`config.mk`:
```
export PLATFORM = sky130hd
export DESIGN_NAME = if_fetch_ctrl_flat
export DESIGN_NICKNAME = d
export VERILOG_FILES = /design/src/rtl/if_fetch_ctrl_if.sv /design/src/rtl/if_fetch_ctrl.sv /design/src/flat_wrapper.sv
export SDC_FILE = /design/constraint.sdc
export NUM_CORES = 1
export LEC_CHECK = 0
export ABC_AREA = 1
export BUFFER_PORTS_ARGS = -buffer_cell sky130_fd_sc_hd__buf_4
export CORE_ASPECT_RATIO = 0.6
export CORE_MARGIN = 2
export CORE_UTILIZATION = 40
export CTS_CLUSTER_SIZE = 14
export DETAILED_ROUTE_END_ITERATION = 10
export PLACE_DENSITY = 0.81
export SLEW_MARGIN = 20
export SYNTH_ARGS = -nofsm -noshare
export SYNTH_HDL_FRONTEND = slang
export SYNTH_SLANG_ARGS = --single-unit
export TNS_END_PERCENT = 5
```
`constraint.sdc`:
```
create_clock -name clk -period 1.5 [get_ports clk]
set_input_delay 0.3 -clock clk [delete_from_list [all_inputs] [get_ports clk]]
set_output_delay 0.3 -clock clk [all_outputs]
set_load 0.05 [all_outputs]
```
`src/rtl/if_fetch_ctrl_if.sv`:
```
// ----------------------------------------------------------------------------
// if_fetch_ctrl_if
//   Groups the signals between the IF fetch sequencer and its neighbours
//   (hazard unit, branch resolution, instruction memory, IF/ID register).
//
//   Signals
//     stall          hazard unit: hold IF/ID and PC
//     branch_taken   redirect request from branch resolution
//     branch_target  redirect address (low two bits ignored)
//     imem_ready     instruction memory: data for outstanding request valid
//     imem_req       instruction memory read request
//     imem_addr      instruction memory read address
//     if_id_we       IF/ID register load enable
//     if_id_flush    IF/ID register clear (bubble)
//     pc_out         current PC
//     pc_plus4       pc_out + step, IF/ID next-address field
//
//   Modports
//     master  the fetch sequencer
//     slave   the surrounding pipeline / memory
// ----------------------------------------------------------------------------
interface if_fetch_ctrl_if;
   logic        stall;
   logic        branch_taken;
   logic [31:0] branch_target;
   logic        imem_ready;
   logic        imem_req;
   logic [31:0] imem_addr;
   logic        if_id_we;
   logic        if_id_flush;
   logic [31:0] pc_out;
   logic [31:0] pc_plus4;

   modport master (
      input  stall, branch_taken, branch_target, imem_ready,
      output imem_req, imem_addr, if_id_we, if_id_flush, pc_out, pc_plus4
   );

   modport slave (
      output stall, branch_taken, branch_target, imem_ready,
      input  imem_req, imem_addr, if_id_we, if_id_flush, pc_out, pc_plus4
   );
endinterface

```
`src/rtl/if_fetch_ctrl.sv`:
```
// ----------------------------------------------------------------------------
// if_fetch_ctrl
//   Fetch sequencer for the IF stage. Owns the PC, runs the instruction-memory
//   request handshake, and produces IF/ID load/flush controls while resolving
//   hazard stalls and taken-branch redirects.
//
//   Ports
//     clk    clock, rising edge
//     rst_n  asynchronous active-low reset
//     bus    if_fetch_ctrl_if.master (see interface file for signal list)
//
//   Parameters
//     RESET_PC  PC loaded on reset (word aligned)
//     PC_STEP   sequential PC increment in bytes
// ----------------------------------------------------------------------------
module if_fetch_ctrl #(
   parameter logic [31:0] RESET_PC = 32'h0000_0000,
   parameter int unsigned PC_STEP  = 4
) (
   input  logic              clk,
   input  logic              rst_n,
   if_fetch_ctrl_if.master   bus
);

   localparam logic [31:0] STEP = 32'(PC_STEP);

   // BOOT: one idle cycle after reset. FETCH: request outstanding.
   // HOLD: stalled with fetched data refused. DRAIN: waiting for the response
   // of a request abandoned by a redirect.
   typedef enum logic [1:0] {BOOT, FETCH, HOLD, DRAIN} state_t;

   state_t      state, state_nxt;
   logic [31:0] pc, pc_nxt;
   logic [31:0] target;

   assign target       = {bus.branch_target[31:2], 2'b00};
   assign bus.pc_out   = pc;
   assign bus.imem_addr = pc;
   assign bus.pc_plus4 = pc + STEP;

   always_ff @(posedge clk or negedge rst_n) begin
      if (!rst_n) begin
         state <= BOOT;
         pc    <= RESET_PC;
      end else begin
         state <= state_nxt;
         pc    <= pc_nxt;
      end
   end

   // Priority everywhere: branch_taken > stall > imem_ready.
   always_comb begin
      state_nxt       = state;
      pc_nxt          = pc;
      bus.imem_req    = 1'b0;
      bus.if_id_we    = 1'b0;
      bus.if_id_flush = 1'b0;
      unique case (state)
         BOOT: begin
            state_nxt = FETCH;
         end
         FETCH: begin
            bus.imem_req = 1'b1;
            if (bus.branch_taken) begin
               pc_nxt          = target;
               bus.if_id_flush = 1'b1;
               // Without a response this cycle the request is still in flight.
               state_nxt       = bus.imem_ready ? FETCH : DRAIN;
            end else if (bus.stall) begin
               // Stall without data keeps waiting; the stall is re-evaluated
               // once the data arrives.
               if (bus.imem_ready) state_nxt = HOLD;
            end else if (bus.imem_ready) begin
               bus.if_id_we = 1'b1;
               pc_nxt       = pc + STEP;
            end
         end
         HOLD: begin
            if (bus.branch_taken) begin
               pc_nxt          = target;
               bus.if_id_flush = 1'b1;
               state_nxt       = FETCH;
            end else if (!bus.stall) begin
               state_nxt = FETCH;
            end
         end
         DRAIN: begin
            if (bus.branch_taken) begin
               pc_nxt          = target;
               bus.if_id_flush = 1'b1;
            end
            // Late response is discarded; if_id_we stays low.
            if (bus.imem_ready) state_nxt = FETCH;
         end
         default: begin
            state_nxt = BOOT;
         end
      endcase
   end

endmodule

```
`src/flat_wrapper.sv`:
```
// flat-port wrapper written by rule: the top's interface ports become plain ports
module if_fetch_ctrl_flat 
#(
   parameter logic [31:0] RESET_PC = 32'h0000_0000,
   parameter int unsigned PC_STEP  = 4
)
  (clk, rst_n, bus_stall, bus_branch_taken, bus_branch_target, bus_imem_ready, bus_imem_req, bus_imem_addr, bus_if_id_we, bus_if_id_flush, bus_pc_out, bus_pc_plus4);
  if_fetch_ctrl_if bus_i ();
  input  logic clk;
  input  logic rst_n;
  input wire logic [$bits(bus_i.stall)-1:0] bus_stall;
  input wire logic [$bits(bus_i.branch_taken)-1:0] bus_branch_taken;
  input wire logic [$bits(bus_i.branch_target)-1:0] bus_branch_target;
  input wire logic [$bits(bus_i.imem_ready)-1:0] bus_imem_ready;
  output wire logic [$bits(bus_i.imem_req)-1:0] bus_imem_req;
  output wire logic [$bits(bus_i.imem_addr)-1:0] bus_imem_addr;
  output wire logic [$bits(bus_i.if_id_we)-1:0] bus_if_id_we;
  output wire logic [$bits(bus_i.if_id_flush)-1:0] bus_if_id_flush;
  output wire logic [$bits(bus_i.pc_out)-1:0] bus_pc_out;
  output wire logic [$bits(bus_i.pc_plus4)-1:0] bus_pc_plus4;
  assign bus_i.stall = bus_stall;
  assign bus_i.branch_taken = bus_branch_taken;
  assign bus_i.branch_target = bus_branch_target;
  assign bus_i.imem_ready = bus_imem_ready;
  assign bus_imem_req = bus_i.imem_req;
  assign bus_imem_addr = bus_i.imem_addr;
  assign bus_if_id_we = bus_i.if_id_we;
  assign bus_if_id_flush = bus_i.if_id_flush;
  assign bus_pc_out = bus_i.pc_out;
  assign bus_pc_plus4 = bus_i.pc_plus4;
  if_fetch_ctrl #(.RESET_PC(RESET_PC), .PC_STEP(PC_STEP)) u_core (.clk(clk), .rst_n(rst_n), .bus(bus_i));
endmodule
```
==> results.ini <==
[worst_setup_path]
path_max_fanout = 5
crit_start = u_core.bus.imem_addr[2]
critPathLaunchType = flip-flop
cpPeakStageDelay_ps = 370
path_class = flip-flop to output port
critPathRequiredTime_ps = 1200
r2r_cells = 11
crit_chain = buf_6 -> clkinvlp_4 -> nor2_4 -> nand2_4 -> nor2_4 -> nand2_1 -> nand2_2 -> nand2_4 -> buf_8
rrSetupSlack_ps = -170
timing.rr.start = u_core.bus.imem_addr[2]
slowest_stage = dfrtp_2
arrival_ps = 1770
r2r_end = u_core.bus.imem_addr[25]
crit_end = bus_pc_plus4[25]
critPathCaptureType = output port

[clock_tree]
cts_buffers = 5
clockBufferDepth = 2
cts_tree = done
clk_latency_ps = 270
cts_sinks = 32
cts_htree_levels = 2
root_buffer = clkbuf_16
path_clk_slew_ps = 50

[floorplan]
ios = 136
fp.dieW_um = 110.4
die_y_um = 67.86
dieArea_mm2 = 0.007494
initial_utilization_pct = 41.08
rows = 23
core_mm2 = 0.006619

[timing]
hold_viol = 0
slew_viol_final = 0
setup_tns_ps = -15010
rsz0062_at_grt = true
fmax_mhz = 483.2
min_period_ps = 2070
post-route-period-util_pct = 138.0
setup_viol = 47
setup_ws_ps = -569.7
skew_ps = 5.438

[run_status]
violations = setup timing
outcome = finished with violations

[synthesis]
ys_top_cells_by_area = dfrtp_1 (29%), nand2_1 (22%), nor2_1 (13%)
synth_seq_cells = 32
yosysSeqAreaShare_pct = 29.45
netlist_area_mm2 = 0.002719
synth_top_cell_area_share_pct = 29.45
synth_top_area_cell = dfrtp_1
synthDistinctLibCells = 24
syn_area_per_cell_um2 = 5.962
netlist_instances = 456
yosysWarnings = 0

[routing]
wl_um = 10050
drtIter0Drc = 360
drcViolationCount = 0
vias = 3478
viasPerCell = 4.871
wl_per_cell_um = 14.07
dr.pass1.iters = 5
ant_nets = 0

[placed_design]
dp_hpwl_um = 7695
place_congestion = 0.8693
port_buffers = 127

[grt]
grt_pass1_wl_um = 15590
grt_overflow = 0
grt_busiest_layer = met2
antenna_found_initial = 0
grt_pass1_vias = 3121
grt.met1_usage_pct = 38.29
grt_usage_pct = 26.14
grt_max_degree = 46
use_met3_pct = 5.492
grt.met2_usage_pct = 40.72

[finish]
nNetsFinal = 664
antennaDiodeCount = 0
layout-drive-gt1-share_pct = 47.05
synthToLayoutAreaGrowth_pct = 76.07

[run]
maxCapViolCount = 0

[min_path]
hold_class = input port to flip-flop

==> per-layer routing <==
layer  vias to the layer above  part of all wire [%]
met4                         0                  0.11
met3                         2                   8.7
met5                         -                     0
li1                       1719                     -
met1                      1601                    47
met2                       156                    44
==> cells in the mapped netlist <==
library cell,number
nand2_1,161
nor2_1,93
buf_4,37
inv_1,36
dfrtp_1,32
nand3_1,30
a21oi_1,20
o21ai_0,12
clkbuf_1,5
o21ai_1,5
buf_2,4
xor2_1,4
xnor2_1,3
nand3b_1,2
nor2_4,2
o31ai_1,2
a31oi_1,1
conb_1,1
ha_1,1
inv_2,1
nand2_2,1
nand4_1,1
nor3_1,1
o22ai_4,1
==> stage by stage <==
step / hold WS [ps] / setup WS [ps] / util, % / instance area, um^2 / instances
2_1_floorplan: 4.409 / -576.4 / - / 2950 / 461
3_3_place_gp: 268.0 / -358.9 / 64.27 / 4254 / 700
3_5_place_dp: 269.5 / -396.3 / 64.27 / 4254 / 700
4_1_cts: 303.4 / -582.0 / 70.95 / 4696 / 712
5_1_grt: 333.4 / -673.9 / 72.33 / 4787 / 714
6_report: 308.6 / -569.7 / 72.33 / 4787 / 714
==> critical path, delay by kind of cell, from the launching register on <==
| kind | cells | cell delay, ps |
|---|---|---|
| simple gates | 6 | 770 |
| buf+inv | 3 | 340 |
| flops | 1 | 370 |
==> state kept, by name, indices dropped and copies added, names as in the netlist <==
register and flops:
u_core.bus.imem_addr 30, u_core.state 2
==> cell type report <==
cell class,instances,area [um^2]
multi-input cells,346,1859
well taps,87,108.9
inverters,37,142.6
repair buffers,204,1720
flip-flops and latches,32,809.5
clock buffers,8,146.4
fillers,536,1832
==> worst min-delay path by stage <==
| stage | startpoint | slack (ps) | endpoint | cells past startpoint |
|---|---|---|---|---|
| global route | bus_branch_target[14] | 330 | u_core.bus.imem_addr[14] | 3 |
| floorplan | rst_n | 4 | u_core.bus.imem_addr[10] | 0 |
| global placement | rst_n | 270 | u_core.bus.imem_addr[24] | 1 |
| finish | bus_branch_target[7] | 310 | u_core.bus.imem_addr[7] | 3 |
| CTS | bus_branch_target[9] | 300 | u_core.bus.imem_addr[9] | 3 |
| detailed placement | rst_n | 270 | u_core.bus.imem_addr[24] | 1 |
==> cells in the final DEF, fill, tap and decap left out, types with 3 or more instances in the layout <==
master     instances
inv_1             34
nor2_4             7
nor2_1            76
dfrtp_2            7
nand3_2            8
nand2_4           10
nor2_2            12
o21ai_2            4
buf_4            166
buf_6             27
o21ai_1            8
o21ai_0            5
a21oi_1           17
nand2_2           23
nand3_1           22
buf_8              8
a21oi_2            3
clkbuf_16          5
nand2_1          129
dfrtp_1           25
xnor2_4            3
conb_1             6
==> timing repair <==
| action | in CTS | in global routing |
|---|---|---|
| cloned | 0 | 0 |
| buffers inserted | 3 | 2 |
| gates resized for setup | 75 | 22 |
| pin swaps | 22 | 15 |
| hold buffers | 1 | 0 |
| hold endpoints to repair | 32 | 0 |
| setup endpoints to repair | 55 | 60 |
==> cell families (layout without fill, tap and decap cells) <==
logic type                 count (synthesis)  after routing  synth area share, %
AOI/OAI and AO/OA                         41             41                8.330
xor gates and xnor gates                   7              7                2.255
adders and majority gates                  1              1               0.4601
buffers and inverters                     83            249                16.75
DFF                                       32             32                29.45
other                                      1              6               0.1379
and+or+nand+nor                          291            291                42.61
Power is not shown: default switching activity piles up to over one toggle a cycle in this logic, so the estimate is an artifact.
